## config.mk

```make
export PLATFORM = sky130hd
export DESIGN_NAME = wb_master_ctrl
export DESIGN_NICKNAME = d
export VERILOG_FILES = /design/src/rtl/wb_master_pkg.sv /design/src/rtl/wb_timeout_cnt.sv /design/src/rtl/wb_master_ctrl.sv
export SDC_FILE = /design/constraint.sdc
export NUM_CORES = 1
export LEC_CHECK = 0
export ABC_AREA = 1
export CAP_MARGIN = 15
export CELL_PAD_IN_SITES_DETAIL_PLACEMENT = 2
export CELL_PAD_IN_SITES_GLOBAL_PLACEMENT = 2
export CORE_MARGIN = 3
export CORE_UTILIZATION = 24
export CTS_BUF_LIST = sky130_fd_sc_hd__clkbuf_8
export DETAILED_ROUTE_END_ITERATION = 7
export PLACE_DENSITY_LB_ADDON = 0.25
export SYNTH_ARGS = -nofsm -noshare
export SYNTH_HDL_FRONTEND = slang
export SYNTH_SLANG_ARGS = --single-unit
export TNS_END_PERCENT = 5
```

## constraint.sdc

```tcl
create_clock -name wb_clk_i -period 1.76 [get_ports wb_clk_i]
set_clock_uncertainty 0.15 [all_clocks]
set_input_delay 0.264 -clock wb_clk_i [delete_from_list [all_inputs] [get_ports wb_clk_i]]
set_output_delay 0.264 -clock wb_clk_i [all_outputs]
set_load 0.02 [all_outputs]
```

## src/rtl/wb_master_pkg.sv

```systemverilog
// rtl/wb_master_pkg.sv - shared types and bus widths for the Wishbone command master
package wb_master_pkg;

  localparam int WB_ADR_W = 32;
  localparam int WB_DAT_W = 32;
  localparam int WB_SEL_W = 4;

  typedef enum logic [1:0] {
    IDLE = 2'd0,
    BUS  = 2'd1,
    RESP = 2'd2
  } wb_state_e;

endpackage

```

## src/rtl/wb_timeout_cnt.sv

```systemverilog
// rtl/wb_timeout_cnt.sv - bus-phase cycle counter flagging the last allowed wait cycle
module wb_timeout_cnt #(
  parameter int CNT_W   = 16,
  parameter int TIMEOUT = 255
) (
  input  logic clk_i,
  input  logic rst_ni,
  input  logic clr_i,
  input  logic en_i,
  output logic expire_o
);

  localparam logic [CNT_W-1:0] LAST = CNT_W'(TIMEOUT - 1);

  logic [CNT_W-1:0] cnt_q, cnt_d;

  always_comb begin
    cnt_d = cnt_q;
    if (clr_i) begin
      cnt_d = '0;
    end else if (en_i) begin
      cnt_d = cnt_q + CNT_W'(1);
    end
  end

  always_ff @(posedge clk_i or negedge rst_ni) begin
    if (!rst_ni) begin
      cnt_q <= '0;
    end else begin
      cnt_q <= cnt_d;
    end
  end

  assign expire_o = (cnt_q == LAST);

endmodule

```

## src/rtl/wb_master_ctrl.sv

```systemverilog
// rtl/wb_master_ctrl.sv - single-outstanding command/response to Wishbone classic initiator
module wb_master_ctrl
  import wb_master_pkg::*;
#(
  parameter int TIMEOUT = 255,
  parameter int CNT_W   = 16
) (
  input  logic                wb_clk_i,
  input  logic                wb_rst_ni,
  input  logic                cmd_valid,
  output logic                cmd_ready,
  input  logic                cmd_we,
  input  logic [WB_SEL_W-1:0] cmd_sel,
  input  logic [WB_ADR_W-1:0] cmd_adr,
  input  logic [WB_DAT_W-1:0] cmd_dat,
  output logic                rsp_valid,
  input  logic                rsp_ready,
  output logic [WB_DAT_W-1:0] rsp_dat,
  output logic                rsp_err,
  output logic                wbm_cyc_o,
  output logic                wbm_stb_o,
  output logic                wbm_we_o,
  output logic [WB_SEL_W-1:0] wbm_sel_o,
  output logic [WB_ADR_W-1:0] wbm_adr_o,
  output logic [WB_DAT_W-1:0] wbm_dat_o,
  input  logic                wbm_ack_i,
  input  logic [WB_DAT_W-1:0] wbm_dat_i
);

  wb_state_e           state_q, state_d;
  logic                cyc_q, cyc_d;
  logic                we_q, we_d;
  logic [WB_SEL_W-1:0] sel_q, sel_d;
  logic [WB_ADR_W-1:0] adr_q, adr_d;
  logic [WB_DAT_W-1:0] dat_q, dat_d;
  logic                rsp_valid_q, rsp_valid_d;
  logic [WB_DAT_W-1:0] rsp_dat_q, rsp_dat_d;
  logic                rsp_err_q, rsp_err_d;
  logic                cnt_clr, cnt_en, cnt_expire;

  wb_timeout_cnt #(
    .CNT_W  (CNT_W),
    .TIMEOUT(TIMEOUT)
  ) u_timeout (
    .clk_i   (wb_clk_i),
    .rst_ni  (wb_rst_ni),
    .clr_i   (cnt_clr),
    .en_i    (cnt_en),
    .expire_o(cnt_expire)
  );

  always_comb begin
    state_d     = state_q;
    cyc_d       = cyc_q;
    we_d        = we_q;
    sel_d       = sel_q;
    adr_d       = adr_q;
    dat_d       = dat_q;
    rsp_valid_d = rsp_valid_q;
    rsp_dat_d   = rsp_dat_q;
    rsp_err_d   = rsp_err_q;
    cnt_clr     = 1'b0;
    cnt_en      = 1'b0;
    unique case (state_q)
      IDLE: begin
        if (cmd_valid) begin
          we_d    = cmd_we;
          sel_d   = cmd_sel;
          adr_d   = cmd_adr;
          dat_d   = cmd_dat;
          cnt_clr = 1'b1;
          cyc_d   = 1'b1;
          state_d = BUS;
        end
      end
      BUS: begin
        cnt_en = !wbm_ack_i;
        // An ack arriving on the expiry cycle still completes the transfer cleanly.
        if (wbm_ack_i) begin
          cyc_d       = 1'b0;
          rsp_valid_d = 1'b1;
          rsp_err_d   = 1'b0;
          rsp_dat_d   = we_q ? '0 : wbm_dat_i;
          state_d     = RESP;
        end else if (cnt_expire) begin
          cyc_d       = 1'b0;
          rsp_valid_d = 1'b1;
          rsp_err_d   = 1'b1;
          rsp_dat_d   = '0;
          state_d     = RESP;
        end
      end
      RESP: begin
        if (rsp_ready) begin
          rsp_valid_d = 1'b0;
          state_d     = IDLE;
        end
      end
      default: begin
        cyc_d       = 1'b0;
        rsp_valid_d = 1'b0;
        state_d     = IDLE;
      end
    endcase
  end

  always_ff @(posedge wb_clk_i or negedge wb_rst_ni) begin
    if (!wb_rst_ni) begin
      state_q     <= IDLE;
      cyc_q       <= 1'b0;
      we_q        <= 1'b0;
      sel_q       <= '0;
      adr_q       <= '0;
      dat_q       <= '0;
      rsp_valid_q <= 1'b0;
      rsp_dat_q   <= '0;
      rsp_err_q   <= 1'b0;
    end else begin
      state_q     <= state_d;
      cyc_q       <= cyc_d;
      we_q        <= we_d;
      sel_q       <= sel_d;
      adr_q       <= adr_d;
      dat_q       <= dat_d;
      rsp_valid_q <= rsp_valid_d;
      rsp_dat_q   <= rsp_dat_d;
      rsp_err_q   <= rsp_err_d;
    end
  end

  assign cmd_ready = (state_q == IDLE);
  assign rsp_valid = rsp_valid_q;
  assign rsp_dat   = rsp_dat_q;
  assign rsp_err   = rsp_err_q;
  assign wbm_cyc_o = cyc_q;
  assign wbm_stb_o = cyc_q;
  assign wbm_we_o  = we_q;
  assign wbm_sel_o = sel_q;
  assign wbm_adr_o = adr_q;
  assign wbm_dat_o = dat_q;

endmodule

```

# Yosys cells after proc, flatten, opt, wreduce, memory -nomap -nowiden
# Index checks and enable logic that the tools add are counted.
# word_totals
register_bits	122
inputBits	106
elab_cells	50
# classes
addsub	1
eq_ne	6
n_mux	22
bitwise	2
reduce_logical	9
# ops
operator	n
$mux 32	3
$mux 16	2
$add 16x1->16 const B	1
$eq 16x8->1 const B	1
$mux 1	10
$reduce_and 3->1	3
$mux 2	4
$pmux 1 s3	2
$pmux 2 s3	1
$ne 2x2->1 const B	2
$reduce_and 2->1	2
$reduce_bool 2->1	2
$ne 3x3->1 const B	1
$eq 2x1->1 const B	1
$eq 2x2->1 const B	1
$logic_not 2->1	1
$not 1->1	2
$logic_not 1->1	1

# Depth between registers and ports, before layout
# Gate-level depths: netlist (run 1).
# depth
word_depth	4
mapped_depth	10
mapped_depth_nobuf	9

# Cells and area by module
# From an unflattened synthesis (run 1), not the netlist that was laid out.
# unflattened
hier_cells	591
hier_area_um2	5088.6
# by_module_without_submodules
mod	n_inst	cells_each	area_each_um2	seq_area_each_um2
wb_master_ctrl	1	461	4144.0	2652.5
wb_timeout_cnt	1	130	944.7	400.4

# Worst setup path before layout (run 1)
# Ideal clock, no wire load.
# synth_timing
path_type	register to register
startpoint	reg state_q[0]
endpoint	reg u_timeout.cnt_q[4]
setup_ns	0.120
arrival_time_ns	1.287
setup_slack_ns	0.203
stages_incl_launch_ff	8
n_path_buf	1
period_less_slack_ns	1.557
path_cell_list	dfrtp_1 > nor2_2 > nand2_2 > nand2_2 > buf_4 > nand2_1 > o21ai_0 > nor2_1
# synth_via
elab_chain_cells	3
# synth_rtl
element	line_no	rtl
from (decl)	wb_master_ctrl.sv:30	wb_state_e state_q, state_d;
from (signal assigned)	wb_master_ctrl.sv:119	state_q <= state_d;
$logic_not 2->1 *	-	
via cmd_ready	wb_master_ctrl.sv:11	output logic cmd_ready,
$mux 1 *	wb_master_ctrl.sv:64	unique case (state_q)
$mux 16 / $reduce_bool 2->1 (equally long branches)	-	
to (signal assigned)	wb_timeout_cnt.sv:30	cnt_q <= cnt_d;
to (decl)	wb_timeout_cnt.sv:15	logic [CNT_W-1:0] cnt_q, cnt_d;
# Mark *: on every way through the listed nets, which the timed path passes. The rest lies on a longest branch.
# A chain may end at the register's enable or synchronous reset.

# Final worst setup path (run 1)
# layout_timing
startpoint	reg state_q[0]
endpoint	reg u_timeout.cnt_q[5]
# layout_via
elab_chain_cells	3
# layout_rtl
element	line_no
$eq 2x1->1 / $logic_not 2->1 (equally long branches)	wb_master_ctrl.sv:64
$mux 1	wb_master_ctrl.sv:64
$reduce_bool 2->1 (no line) / $mux 16 (equally long branches)	-
# Parallel ways exist; a longest one is shown, timed or not.

==> results of run 1 <==
-- worst max-delay path by stage --
stage / startpoint / to / slack, ns / cells past startpoint
CTS: u_timeout.cnt_q[0]$_DFFE_PN0P_ / rsp_dat[17]$_DFFE_PN0P_ / 0.05 / 10
finish: state_q[0]$_DFFE_PN0P_ / u_timeout.cnt_q[5]$_DFFE_PN0P_ / 0.1 / 7
global route: u_timeout.cnt_q[0]$_DFFE_PN0P_ / rsp_dat[31]$_DFFE_PN0P_ / -0.02 / 10
floorplan: state_q[0]$_DFFE_PN0P_ / u_timeout.cnt_q[4]$_DFFE_PN0P_ / 0.20 / 7
detailed placement: wbm_ack_i / u_timeout.cnt_q[7]$_DFFE_PN0P_ / -0.12 / 9
global placement: wbm_ack_i / u_timeout.cnt_q[7]$_DFFE_PN0P_ / -0.09 / 9
-- kinds of logic (layout without fill, tap and decap cells) --
| logic type | after synthesis | count (layout) | share of synthesized area, % |
|---|---|---|---|
| AOI/OAI and AO/OA | 18 | 18 | 1.80 |
| adders and majority gates | 2 | 2 | 0.487 |
| DFF | 122 | 122 | 59.4 |
| buffers and inverters | 59 | 306 | 5.14 |
| and+or+nand+nor | 409 | 409 | 33.1 |
-- state kept, by name, summed over array words and instances, names as in the netlist --
| signal | flops |
|---|---|
| rsp_dat | 32 |
| rsp_err | 1 |
| rsp_valid | 1 |
| state_q | 2 |
| u_timeout.cnt_q | 16 |
| wbm_adr_o | 32 |
| wbm_cyc_o | 1 |
| wbm_dat_o | 32 |
| wbm_sel_o | 4 |
| wbm_we_o | 1 |
-- worst max-delay path, cell delays in order, from the launching register on --
cell and delay (ns):
sky130_fd_sc_hd__dfrtp_1 0.44, sky130_fd_sc_hd__nor2_2 0.16, sky130_fd_sc_hd__nand2_2 0.12, sky130_fd_sc_hd__nand2_2 0.11, sky130_fd_sc_hd__buf_4 0.14, sky130_fd_sc_hd__nand2_1 0.12
sky130_fd_sc_hd__o21ai_0 0.25, sky130_fd_sc_hd__a21oi_1 0.07
-- power groups by stage --
stage,Sequential (mW),Clock (mW),Combinational (mW)
5_1_grt,4.73,3.00,6.83
3_3_place_gp,4.58,0,6.81
4_1_cts,4.58,2.88,6.34
6_report,4.55,2.79,6.20
3_5_place_dp,4.66,0,7.03
2_1_floorplan,5.89,0,1.93
-- cell usage after synthesis --
library cell,count
sky130_fd_sc_hd__o21ai_0,12
sky130_fd_sc_hd__o21a_1,1
sky130_fd_sc_hd__inv_1,24
sky130_fd_sc_hd__buf_6,3
sky130_fd_sc_hd__a21oi_1,5
sky130_fd_sc_hd__nand2_1,309
sky130_fd_sc_hd__nand3_1,14
sky130_fd_sc_hd__buf_1,3
sky130_fd_sc_hd__nor3_1,2
sky130_fd_sc_hd__clkinv_1,1
sky130_fd_sc_hd__clkbuf_1,13
sky130_fd_sc_hd__buf_2,10
sky130_fd_sc_hd__nand2_2,12
sky130_fd_sc_hd__nand4_1,39
sky130_fd_sc_hd__nor2_1,29
sky130_fd_sc_hd__ha_1,2
sky130_fd_sc_hd__dfrtp_1,122
sky130_fd_sc_hd__nor2_2,2
sky130_fd_sc_hd__nor2_4,1
sky130_fd_sc_hd__buf_4,2
sky130_fd_sc_hd__nand2_4,1
sky130_fd_sc_hd__inv_2,3
-- metrics by stage --
| stage | utilization, % | instance area, µm² | setup slack (ns) | setup TNS (ns) | total power [mW] |
|---|---|---|---|---|---|
| final | 39.4 | 8130 | 0.0965 | 0 | 13.5 |
| after global routing | 39.4 | 8130 | -0.0231 | -0.228 | 14.6 |
| after CTS | 39.4 | 8120 | 0.0529 | 0 | 13.8 |
| after detailed placement | 37.9 | 7810 | -0.120 | -0.407 | 11.7 |
| after global placement | 37.9 | 7810 | -0.0862 | -0.0917 | 11.4 |
| after floorplan | - | 5140 | 0.203 | 0 | 7.82 |
-- area by class of cell --
cell class / count / area (µm²) / share of cell area (%)
inverter: 28 / 105 / 1.29
clock inverter: 15 / 199 / 2.45
tap: 270 / 338 / 4.15
sequential: 122 / 3050 / 37.5
clock buffer: 17 / 234 / 2.88
timing repair buffer: 246 / 2380 / 29.2
multi-input combinational: 429 / 1830 / 22.5
-- per-layer routing --
metal / track usage [%] / share of wire (%) / vias up
li1: - / - / 2378
met2: 30.9 / 52 / 144
met1: 18.4 / 38 / 2521
met5: 0 / 0 / -
met4: 4.28 / 1.0 / 0
met3: 8.09 / 9.2 / 14
-- repair_timing --
| item | 4_1_cts | 5_1_grt |
|---|---|---|
| gates resized for setup | 109 | 4 |
| setup buffers | 0 | 1 |
| endpoints found under the hold margin | 121 | 0 |
| hold buffers | 1 | 0 |
| endpoints found under the setup margin | 106 | 36 |
| cloned | 0 | 0 |
| pin swaps | 0 | 0 |
==> metrics.md, run 1 <==
| Metric | Value |
|---|---|
| Kind of start point of the critical path | `flip-flop` |
| Number of diodes added for antenna fixing | `0` |
| Drt via density | `4.49` |
| Fraction of the yosys area taken by sequential cells | `59.4%` |
| First-pass iteration count of the detailed router | `4` |
| Clock insertion delay at the later pin of the skew report | `0.44 ns` |
| Number of maximum-capacitance violations | `0` |
| Fraction of layout instances using a drive strength above 1 | `10.4%` |
| Core region area | `0.0206 mm²` |
| Critical path data required time | `1.93 ns` |
| Final min period | `around 1.7 ns` |
| Transition time of the tightest slew-check pin | `0.425 ns` |
| Maximum number of pins on one net before global-route repair | `45` |
| Critical path arrival | `approximately 1.8 ns` |
| Worst R2R Start | `state_q[0]$_DFFE_PN0P_` |
| Number of cells on the worst reg-to-reg path | `7` |
| Leading cell type in the layout, fill and taps excluded | `sky130_fd_sc_hd__nand2_1` |
| Capturing element type of the critical path | `flip-flop` |
| Kind of critical path | `flip-flop to flip-flop` |
| Buffer levels on the longest clock path | `2` |
| GR Util All Layers | `17.2%` |
| Wire length of the first global-routing pass | `32400 µm` |
| Worst-case hold slack | `0.133 ns` |
| Vertical die dimension | `152 µm` |
| TritonCTS clock tree | `yes` |
| CTS clk-pin slew, worst paths | `0.08 ns` |
| Core Rows | `52` |
| Routed length per placed instance | `between 15 and 20 µm` |
| Cell count after placement | `1093` |
| Mean Syn Cell Area | `8.42 µm²` |
| Post-detailed-route count of antenna-violating nets | `0` |
| Post-DP HPWL | `14600 µm` |
| Area growth from synthesis to layout | `58.3%` |
| Final Routed Wirelength | `19800 µm` |
| Initial Utilization | `24.9%` |
| Post-layout nets | `about 950` |
| Outcome | `finished clean` |
| Total of fill cells in the finished design | `2291` |
| Number of synthesis warnings | `0` |
| Switching Fraction | `42.6%` |
| Max frequency | `~0.60 GHz` |
| Number of global-route vias before repair | `5938` |
| Power per standard cell area | `1660 mW/mm²` |
| Top library cells by usage in the layout, fill and taps aside | `sky130_fd_sc_hd__nand2_1, sky130_fd_sc_hd__dfrtp_1, sky130_fd_sc_hd__dlygate4sd2_1, sky130_fd_sc_hd__clkdlybuf4s50_1, sky130_fd_sc_hd__nand4_1` |
| Clock network power share | `20.6%` |
| Hold crit path type | `input pin to asynchronous set/reset pin` |
| Initial antenna violation count | `0` |
| Flop and latch count out of synthesis | `122` |
| Area of the die | `approximately 0.023 mm²` |
| Psw | `between 5 and 6 mW` |
| Slew HR | `71.7%` |
| Largest area contributor in the synthesized netlist | `sky130_fd_sc_hd__dfrtp_1` |
| Peak supply drop | `0.558 mV` |
| Final count of hold timing violations | `0` |
| Number of cells produced by synthesis | `610` |
| Power share of the combinational group | `45.8%` |
| Number of pins with negative max-slew slack in the final report | `0` |
| Number of H-tree levels | `4` |
| CTS root buffer | `sky130_fd_sc_hd__clkbuf_8` |
| Share of the synthesized area in the top cell type | `between 50 and 60%` |
| Largest cells by area after synthesis | `sky130_fd_sc_hd__dfrtp_1, sky130_fd_sc_hd__nand2_1, sky130_fd_sc_hd__nand4_1, sky130_fd_sc_hd__nor2_1, sky130_fd_sc_hd__inv_1` |
| Total number of vias | `between 5000 and 6000` |
| Inserted Clock Buffers | `17` |
| Top-Level Pins | `212` |
| RD Place Congestion | `0.772` |
| Setup slack on the worst flop-to-flop path | `about 0.097 ns` |
| Count of port buffers added during placement | `211` |
| Initial drt markers | `127` |
| Unique cell type count in the Yosys netlist | `22` |
| Final std cells w/o fill | `around 1100` |
| Crit Reg-Reg Endpoint | `u_timeout.cnt_q[5]$_DFFE_PN0P_` |
| Sequential cell fraction of total power | `33.6%` |
| Final period utilization | `roughly 95%` |
| Cell area after technology mapping | `slightly above 0.005 mm²` |
| Setup Viol. Count Final | `0` |
| TritonCTS sink count | `122` |
| Internal power summed over all cells | `7.78 mW` |
| Remaining global-route overflow | `0` |
| Static power due to leakage | `between 4 and 5 nW` |
| Die width | `around 150 µm` |
| Post-detailed-route DRC marker count | `0` |
| Largest fanout on the critical path | `5` |
| Net count after synthesis | `718` |
(Power assumes the default switching activity.)
==> run 2, diff against run 1 <==
Settings changed: SETUP_SLACK_MARGIN set to 0.05.
==> run 2 against run 1 <==
Critical path depth rose by 3; via count did not move; non-clock buffer count did not move; maximum frequency rose by 0.16%; sequential power barely moved; register-to-register slack barely moved; clock power barely moved; global-route usage did not move; sequential share of layout area did not move; combinational power barely moved; die area did not move; highest routed layer unchanged.
==> metrics.md, run 2 (synthesis results as in run 1) <==
| Metric | Value |
|---|---|
| Pre-CTS setup slack | `-0.120 ns` |
| Vertical die dimension | `152 µm` |
| Number of H-tree levels | `4` |
| Post-DP HPWL | `14600 µm` |
| CTS clk-pin slew, worst paths | `0.08 ns` |
| Peak supply drop | `around 0.56 mV` |
| Initial drt markers | `127` |
| First-pass iteration count of the detailed router | `4` |
| Final Worst Setup Slack | `0.0992 ns` |
| Met3 global-route usage | `8.09%` |
| Area growth from synthesis to layout | `58.3%` |
| Met1 layer usage reported by global route | `a little under a fifth` |
| Max frequency | `0.602 GHz` |
| Final-layout setup total negative slack | `0 ns` |
| Initial Utilization | `24.9%` |
| Critical path data required time | `1.95 ns` |
| Critical path launch point | `u_timeout.cnt_q[0]$_DFFE_PN0P_` |
| Total of fill cells in the finished design | `2291` |
| Critical path arrival | `roughly 1.9 ns` |
| Leading cell type in the layout, fill and taps excluded | `sky130_fd_sc_hd__nand2_1` |
| RD Place Congestion | `between 0.7 and 0.8` |
| Number of cells on the worst reg-to-reg path | `10` |
| Post-detailed-route count of antenna-violating nets | `0` |
| Peak-usage layer in the global routing report | `met2` |
| Number of diodes added for antenna fixing | `0` |
| Final min period | `1.66 ns` |
| Cell with the largest stage delay on the worst path | `sky130_fd_sc_hd__dfrtp_1` |
| Final core utilization | `39.4%` |
| Number of pins with negative max-slew slack in the final report | `0` |
| Final period utilization | `between 90% and 100%` |
| Die width | `152 µm` |
| Worst R2R Start | `u_timeout.cnt_q[0]$_DFFE_PN0P_` |
| Remaining global-route overflow | `0` |
| TritonCTS sink count | `roughly 120` |
| Total number of vias | `5057` |
| Top library cells by usage in the layout, fill and taps aside | `sky130_fd_sc_hd__nand2_1, sky130_fd_sc_hd__dfrtp_1, sky130_fd_sc_hd__dlygate4sd2_1, sky130_fd_sc_hd__clkdlybuf4s50_1, sky130_fd_sc_hd__nand4_1` |
| Largest fanout on the critical path | `17` |
| Fraction of layout instances using a drive strength above 1 | `around a tenth` |
| Setup slack on the worst flop-to-flop path | `0.1 ns` |
| Slew HR | `71.7%` |
| Outcome | `finished clean` |
| Core region area | `0.0206 mm²` |
| Routed length per placed instance | `17.5 µm` |
| TritonCTS clock tree | `yes` |
| Most prevalent standard cell on the critical path | `sky130_fd_sc_hd__nand2_1` |
| Core Rows | `52` |
| GR Util All Layers | `between 15 and 20%` |
| Setup Viol. Count Final | `0` |
| Final count of hold timing violations | `0` |
| Kind of critical path | `flip-flop to flip-flop` |
| Area of the die | `0.0232 mm²` |
| Global routing usage on met2 | `30.9%` |
| Capturing instance or port of the critical path | `rsp_dat[17]$_DFFE_PN0P_` |
| Number of global-route vias before repair | `5938` |
| Capturing element type of the critical path | `flip-flop` |
| Inserted Clock Buffers | `17` |
| Static power due to leakage | `4.26 nW` |
| Cells traversed along the worst timing path | `inv_2, ha_1, nand2_1, nor2_2, nand2_2, nand2_2, nand2_4, buf_12, nand2_1, nand2_1` |
| Final Routed Wirelength | `approximately 20000 µm` |
| Post-layout nets | `952` |
| Kind of start point of the critical path | `flip-flop` |
| Post-detailed-route DRC marker count | `0` |
| Transition time of the tightest slew-check pin | `0.425 ns` |
| Hold crit path type | `input pin to asynchronous set/reset pin` |
| Count of port buffers added during placement | `211` |
| Buffer levels on the longest clock path | `2` |
| CTS root buffer | `sky130_fd_sc_hd__clkbuf_8` |
| RSZ-0062 raised after global routing | `yes` |
| Top-Level Pins | `212` |
| Drt via density | `4.49` |
| Number of maximum-capacitance violations | `0` |
| Initial antenna violation count | `0` |
| Clock insertion delay at the later pin of the skew report | `0.44 ns` |
| Crit Reg-Reg Endpoint | `rsp_dat[17]$_DFFE_PN0P_` |
| Wire length of the first global-routing pass | `32400 µm` |
| Worst-case hold slack | `0.133 ns` |
| Maximum number of pins on one net before global-route repair | `45` |
| Delay of the slowest cell on the worst path | `0.42 ns` |
| Power per standard cell area | `1670 mW/mm²` |
[run 2: through the flow]
stage / area, µm² / power, mW / cells
3_5_place_dp: 7810 / 11.7 / 1093
3_3_place_gp: 7810 / 11.4 / 1093
6_report: 8130 / 13.5 / 1127
4_1_cts: 8120 / 13.8 / 1126
2_1_floorplan: 5140 / 7.82 / 610
5_1_grt: 8130 / 14.6 / 1127
[run 2: how the worst min path moves through the flow]
| stage | slack, ns | endpoint | from |
|---|---|---|---|
| 3_3_place_gp | 0.07 | wbm_adr_o[22]$_DFFE_PN0P_ | wb_rst_ni |
| 4_1_cts | 0.13 | wbm_adr_o[22]$_DFFE_PN0P_ | wb_rst_ni |
| 3_5_place_dp | 0.08 | wbm_adr_o[22]$_DFFE_PN0P_ | wb_rst_ni |
| 2_1_floorplan | -0.18 | rsp_dat[0]$_DFFE_PN0P_ | wb_rst_ni |
| 6_report | 0.13 | wbm_adr_o[22]$_DFFE_PN0P_ | wb_rst_ni |
| 5_1_grt | 0.13 | wbm_adr_o[22]$_DFFE_PN0P_ | wb_rst_ni |
[run 2: final cells by class]
| cell class | instances | area [µm²] | area share [%] |
|---|---|---|---|
| multi-input cells | 429 | 1830 | 22.5 |
| well taps | 270 | 338 | 4.15 |
| clock inverters | 15 | 199 | 2.45 |
| clock buffers | 17 | 234 | 2.88 |
| inverters | 28 | 105 | 1.29 |
| flip-flops and latches | 122 | 3050 | 37.5 |
| repair buffers | 246 | 2380 | 29.2 |
[run 2: worst max-delay path: cells and delay by family, from the launching register on]
kind,cells,cell delay (ns)
buffers and inverters,2,0.23
and+or+nand+nor,7,0.58
adders and majority gates,1,0.17
DFF,1,0.42
[run 2: what timing repair did]
action | in CTS | in global routing
hold buffers | 1 | 0
cloned | 0 | 0
gates resized for setup | 109 | 5
buffers inserted | 0 | 1
endpoints found under the setup margin | 106 | 39
hold endpoints to repair | 121 | 0
[run 2: routing by layer]
layer  vias to the layer above  wire length (µm)
li1                       2378                 -
met1                      2521              7530
met2                       144             10200
met3                        14              1810
met4                         0               197
met5                         -                 0
[run 2: report_power, final]
group	internal, mW	switching, mW
sequential	3.92	0.630
clock	1.55	1.24
combinational	2.30	3.90
total	7.78	5.77
==> run 3, diff against run 2 <==
Settings changed: CAP_MARGIN 15 to 5.
==> results of run 3 <==
Final layout, timing and power as in run 2 (identical DEF).
